[src/rtl/ps2_pkg.sv]
// ps2_pkg: shared PS/2 state encoding, timing helper and command constants.
package ps2_pkg;
  typedef enum logic [2:0] {
    S_IDLE, S_INHIBIT, S_REQ, S_SHIFT, S_ACK, S_WAIT_REL, S_DONE, S_ERR
  } ps2_tx_state_t;
  localparam logic [7:0] PS2_CMD_SET_LEDS = 8'hED;
  localparam logic [7:0] PS2_CMD_RESET = 8'hFF;
  localparam logic [7:0] PS2_ACK = 8'hFA;
  function automatic int us_to_cyc(input int clk_hz, input int us);
    return clk_hz / 1_000_000 * us;
  endfunction
endpackage

[src/rtl/ps2_line_sync.sv]
// ps2_line_sync: 2-flop synchroniser with falling-edge detect for one PS/2 line.
module ps2_line_sync (
  input  logic clk,
  input  logic rst,
  input  logic line_i,
  output logic lvl_o,
  output logic fe_o
);
  // [0] metastable stage, [1] synced level, [2] previous synced level; idle line is high
  logic [2:0] sh_q;
  always_ff @(posedge clk or posedge rst)
    if (rst) sh_q <= '1;
    else sh_q <= {sh_q[1:0], line_i};
  assign lvl_o = sh_q[1];
  assign fe_o = sh_q[2] & ~sh_q[1];
endmodule

[src/rtl/ps2_host_tx.sv]
// ps2_host_tx: host-to-device PS/2 command transmitter driving both lines open-drain.
module ps2_host_tx
  import ps2_pkg::*;
#(
  parameter int CLK_HZ = 25_000_000,
  parameter int INHIBIT_US = 120,
  parameter int TIMEOUT_US = 15000
) (
  input  logic       clk,
  input  logic       reset,
  input  logic [7:0] tx_data,
  input  logic       tx_valid,
  output logic       tx_ready,
  input  logic       ps2clk,
  input  logic       ps2dat,
  output logic       ps2clk_oe,
  output logic       ps2dat_oe,
  output logic       busy,
  output logic       done,
  output logic       error
);
  localparam int INH_CYC = us_to_cyc(CLK_HZ, INHIBIT_US);
  localparam int SETUP_CYC = us_to_cyc(CLK_HZ, 1);
  localparam int TO_CYC = us_to_cyc(CLK_HZ, TIMEOUT_US);
  localparam int CMAX = (TO_CYC > INH_CYC) ? TO_CYC : INH_CYC;
  localparam int CW = $clog2(CMAX + 1);
  ps2_tx_state_t st_q, st_d;
  logic [CW-1:0] cnt_q, cnt_d;
  logic [9:0] sh_q, sh_d;
  logic [3:0] bit_q, bit_d;
  logic dat_oe_q, dat_oe_d;
  logic clk_lvl, clk_fe, dat_lvl, dat_fe_unused, to;
  ps2_line_sync u_clk_sync (.clk(clk), .rst(reset), .line_i(ps2clk), .lvl_o(clk_lvl), .fe_o(clk_fe));
  ps2_line_sync u_dat_sync (.clk(clk), .rst(reset), .line_i(ps2dat), .lvl_o(dat_lvl), .fe_o(dat_fe_unused));
  assign tx_ready = st_q == S_IDLE;
  assign busy = ~tx_ready;
  assign ps2clk_oe = st_q == S_INHIBIT || st_q == S_REQ;
  assign ps2dat_oe = dat_oe_q & (st_q == S_REQ || st_q == S_SHIFT);
  assign done = st_q == S_DONE;
  assign error = st_q == S_ERR;
  // a device edge always wins over a timeout landing in the same cycle
  assign to = cnt_q == CW'(TO_CYC - 1) && !clk_fe;
  always_comb begin
    st_d = st_q;
    cnt_d = cnt_q + 1'b1;
    sh_d = sh_q;
    bit_d = bit_q;
    dat_oe_d = dat_oe_q;
    case (st_q)
      S_IDLE: begin
        cnt_d = '0;
        dat_oe_d = 1'b0;
        if (tx_valid) begin
          st_d = S_INHIBIT;
          sh_d = {1'b1, ~^tx_data, tx_data};
          bit_d = '0;
        end
      end
      S_INHIBIT: if (cnt_q == CW'(INH_CYC - 1)) begin
        st_d = S_REQ;
        cnt_d = '0;
        dat_oe_d = 1'b1;
      end
      S_REQ: if (cnt_q == CW'(SETUP_CYC - 1)) begin
        st_d = S_SHIFT;
        cnt_d = '0;
      end
      S_SHIFT: begin
        if (clk_fe) begin
          cnt_d = '0;
          dat_oe_d = ~sh_q[0];
          sh_d = sh_q >> 1;
          bit_d = bit_q + 4'd1;
          st_d = bit_q == 4'd9 ? S_ACK : S_SHIFT;
        end else if (to) st_d = S_ERR;
      end
      S_ACK: begin
        if (clk_fe) begin
          cnt_d = '0;
          st_d = dat_lvl ? S_ERR : S_WAIT_REL;
        end else if (to) st_d = S_ERR;
      end
      S_WAIT_REL: begin
        if (clk_fe) cnt_d = '0;
        if (clk_lvl && dat_lvl) st_d = S_DONE;
        else if (to) st_d = S_ERR;
      end
      default: begin
        st_d = S_IDLE;
        cnt_d = '0;
        dat_oe_d = 1'b0;
      end
    endcase
  end
  always_ff @(posedge clk or posedge reset)
    if (reset) begin
      st_q <= S_IDLE;
      cnt_q <= '0;
      sh_q <= '0;
      bit_q <= '0;
      dat_oe_q <= 1'b0;
    end else begin
      st_q <= st_d;
      cnt_q <= cnt_d;
      sh_q <= sh_d;
      bit_q <= bit_d;
      dat_oe_q <= dat_oe_d;
    end
endmodule
[config.mk]
export PLATFORM = sky130hd
export DESIGN_NAME = ps2_host_tx
export DESIGN_NICKNAME = d
export VERILOG_FILES = /design/src/rtl/ps2_pkg.sv /design/src/rtl/ps2_line_sync.sv /design/src/rtl/ps2_host_tx.sv
export SDC_FILE = /design/constraint.sdc
export NUM_CORES = 1
export LEC_CHECK = 0
export CAP_MARGIN = 30
export CORE_ASPECT_RATIO = 1.75
export CORE_UTILIZATION = 61
export DETAILED_ROUTE_END_ITERATION = 8
export GPL_TIMING_DRIVEN = 1
export PLACE_DENSITY = 0.79
export SKIP_CTS_REPAIR_TIMING = 1
export SLEW_MARGIN = 20
export SYNTH_ARGS = -nofsm -noshare
export SYNTH_HDL_FRONTEND = slang
export SYNTH_SLANG_ARGS = --single-unit
[constraint.sdc]
create_clock -name clk -period 6.8 [get_ports clk]
set_input_delay 1.36 -clock clk [delete_from_list [all_inputs] [get_ports clk]]
set_output_delay 1.36 -clock clk [all_outputs]
set_load 0.05 [all_outputs]
==> flow_metrics.py <==
metrics = {
    "critical_path": {
        "max_stage_delay_ns": 0.84,
        "start_kind": "register",
        "r2r-start": "cnt_q[10]",
        "cp-end-kind": "output port",
        "worstPathCellList": "inv_1 > nor3_1 > clkdlybuf4s50_1",
        "critPathKind": "register to output port",
        "r2r-end": "cnt_q[14]",
        "r2r_slack_ns": 4.01,
        "cp.arrival_ns": 2.18,
        "cp_max_fo": 17,
        "cp.required_ns": 5.44,
        "rr_worst_depth": 5,
        "cp_slowest_cell": "clkdlybuf4s50_1",
    },
    "global_routing": {
        "grt_pass1_vias": 1729,
        "grt.total_usage": 0.2542,
        "grt_start_max_net_pins": 43,
        "antenna_found_initial": 0,
        "grt_pass1_wl_mm": 6.989,
        "grt_overflow_total": 0,
    },
    "worst_hold_path": {
        "holdPathStages": 0,
        "hold_end": "u_clk_sync.sh_q[1]",
        "hp-start": "u_clk_sync.sh_q[0]",
        "hp-class": "register to register",
    },
    "floorplan": {
        "initial_core_util": 0.6487,
        "die_w_um": 47.68,
        "die_h_um": 81.94,
        "rows": 28,
        "core_area_um2": 3433,
        "dieArea_um2": 3906,
        "ios": 19,
    },
    "sta": {
        "rsz0062_at_grt": "false",
        "fin_crit_ns": 3.540,
        "relSlewSlack": 0.5408,
        "finalClockSkew_ns": 0.008882,
        "finalHoldViolCount": 0,
        "slew_viol_final": 0,
        "min_period_over_period": 0.5205,
        "finalSetupViolations": 0,
        "max_freq_mhz": 282.5,
        "timing.final.ws_setup_ns": 3.260,
        "finalSetupTns_ns": 0,
        "tightestPinTransition_ns": 0.6888,
    },
    "power_and_ir_drop": {
        "p_leak_uw": 0.001051,
        "power_frac_comb": 0.056,
        "switching_share": 0.2301,
        "total_power_uw": 437.6,
        "internal_power_uw": 336.9,
        "clock_power_share": 0.365,
        "power_density_nw_per_um2": 175.0,
        "netSwitchingPower_uw": 100.7,
        "ir_worst_vdd_uv": 192.9,
        "seqPwrFrac": 0.579,
    },
    "yosys": {
        "syn_area_um2": 2227,
        "synth_seq_cells": 42,
        "async_flop_share": 1.000,
        "synth_fp_nets": 267,
        "synth_area_leaders": "dfrtp_1 42%, nand2_1 6.1%, dfstp_2 5.9%",
        "seq_area_frac_synth": 0.4747,
        "netlist.top_cell.by_area": "dfrtp_1",
        "synth_cell_type_count": 36,
        "synthCells": 250,
        "yosys_warnings": 0,
        "synth_top_area_share": 0.4157,
        "synthFlopType": "dfrtp_1",
        "synth_edf_count": 0,
        "synth_area_per_cell_um2": 8.909,
    },
    "cts": {
        "numCtsBuffers": 5,
        "h-tree-depth": 2,
        "root_buffer": "clkbuf_8",
        "cts.sinks": 42,
        "cts_tree": "built",
        "cts_buffer_depth": 2,
        "clock_latency_ns": 0.30,
        "clk_pin_slew_ns": 0.08,
    },
    "drt": {
        "wire_per_inst_um": 14.08,
        "vias": 1789,
        "drt-initial-drc-count": 48,
        "drc": 0,
        "drt-vias-per-instance": 5.752,
        "ant_nets": 0,
        "drt_wl_total_mm": 4.378,
        "drt-pass1-iter-count": 4,
    },
    "final_layout": {
        "insertedDiodeCount": 0,
        "final_cell_mix": "37 x dfrtp_1, 36 x nand2_1, 35 x nor2_1",
        "final_common_cell": "dfrtp_1",
        "layout.nets": 282,
        "area_growth_pct": 12.25,
        "seq_area_um2": 1057,
        "multi_input_area_um2": 1071,
        "nFillCells": 296,
        "drive_gt1_frac": 0.06391,
    },
    "placement": {
        "place.gp.congestion": 0.8040,
        "io_buffers": 18,
        "dp_slack_ns": 3.600,
        "dp_hpwl_mm": 3.190,
    },
    "run_status": {
        "outcome": "completed",
    },
    "run": {
        "maxCapViolations": 0,
    },
}
cell type report:
type | instances | area share
Multi-Input combinational cell | 188 | 0.4284
Tap cell | 45 | 0.02252
Timing Repair Buffer | 20 | 0.07808
Inverter | 8 | 0.01201
Sequential cell | 42 | 0.4229
Clock buffer | 5 | 0.02753
Clock inverter | 3 | 0.008509
power by group through the flow:
stage | clock (uW) | combinational, uW | sequential (uW)
2_1_floorplan | 0 | 13.6 | 258
3_3_place_gp | 0 | 24.7 | 258
3_5_place_dp | 0 | 24.9 | 258
4_1_cts | 167 | 25.0 | 253
5_1_grt | 177 | 27.1 | 254
6_report | 160 | 24.4 | 253
critical path: cells and delay by family, from the launching register on:
kind / cells / cell delay [ns]
buffers and inverters: 2 / 1.04
flip-flops: 1 / 0.64
AND/OR/NAND/NOR: 1 / 0.21
logic make-up (layout without fill, tap and decap cells):
family                     after synthesis  count (layout)  synth area share
buffers and inverters                   20              36           0.04438
DFF                                     42              42            0.4747
AOI/OAI and AO/OA                       36              36           0.09494
muxes                                    1               1          0.004495
and+or+nand+nor                        122             122            0.2607
xor gates and xnor gates                25              25           0.09831
adders and majority gates                4               4           0.02247
registers in the layout, indices dropped and copies added (netlist names):
register / cells
bit_q: 4
cnt_q: 19
u_dat_sync.sh_q: 2
st_q: 3
u_clk_sync.sh_q: 3
dat_oe_q: 1
sh_q: 10
stage by stage:
stage | hold WS [ns] | cell area (um^2) | util | cells
after floorplan | 0.3452 | 2227 | - | 250
after global routing | 0.3631 | 2500 | 0.7281 | 311
after detailed placement | 0.3468 | 2410 | 0.7019 | 303
final | 0.3579 | 2500 | 0.7281 | 311
after global placement | 0.3453 | 2410 | 0.7019 | 303
after CTS | 0.3596 | 2500 | 0.7281 | 311
how the worst max path moves through the flow:
stage,cells past startpoint,to,slack (ns),from
6_report,3,done,3.26,st_q[1]
3_5_place_dp,3,done,3.60,st_q[1]
5_1_grt,3,done,3.13,st_q[1]
2_1_floorplan,3,done,3.65,st_q[2]
3_3_place_gp,3,done,3.65,st_q[1]
4_1_cts,3,done,3.26,st_q[1]
per-layer routing:
| metal | up-vias | share of wire | global-route usage |
|---|---|---|---|
| met1 | 868 | 0.39 | 0.2399 |
| li1 | 884 | - | - |
| met3 | 10 | 0.027 | 0.06813 |
| met5 | - | 0 | 0 |
| met4 | 0 | 0.024 | 0.1306 |
| met2 | 27 | 0.56 | 0.4658 |
Yosys cell counts, types with 2 or more instances:
cell	n
nand4_1	5
nor3_1	7
dfstp_2	5
nand2_1	36
xor2_1	11
nor2_1	35
and2_1	2
or4_1	2
a31oi_1	9
and3_1	8
xnor2_1	14
o21ai_0	10
nor2b_1	4
nand2b_1	2
nand3_1	12
clkbuf_1	10
dfrtp_1	37
o22ai_1	2
ha_1	4
nor3b_1	2
o21a_1	2
a21oi_1	9
inv_1	8
nor4_1	2
Note: power is estimated with default switching activity, not from simulation.
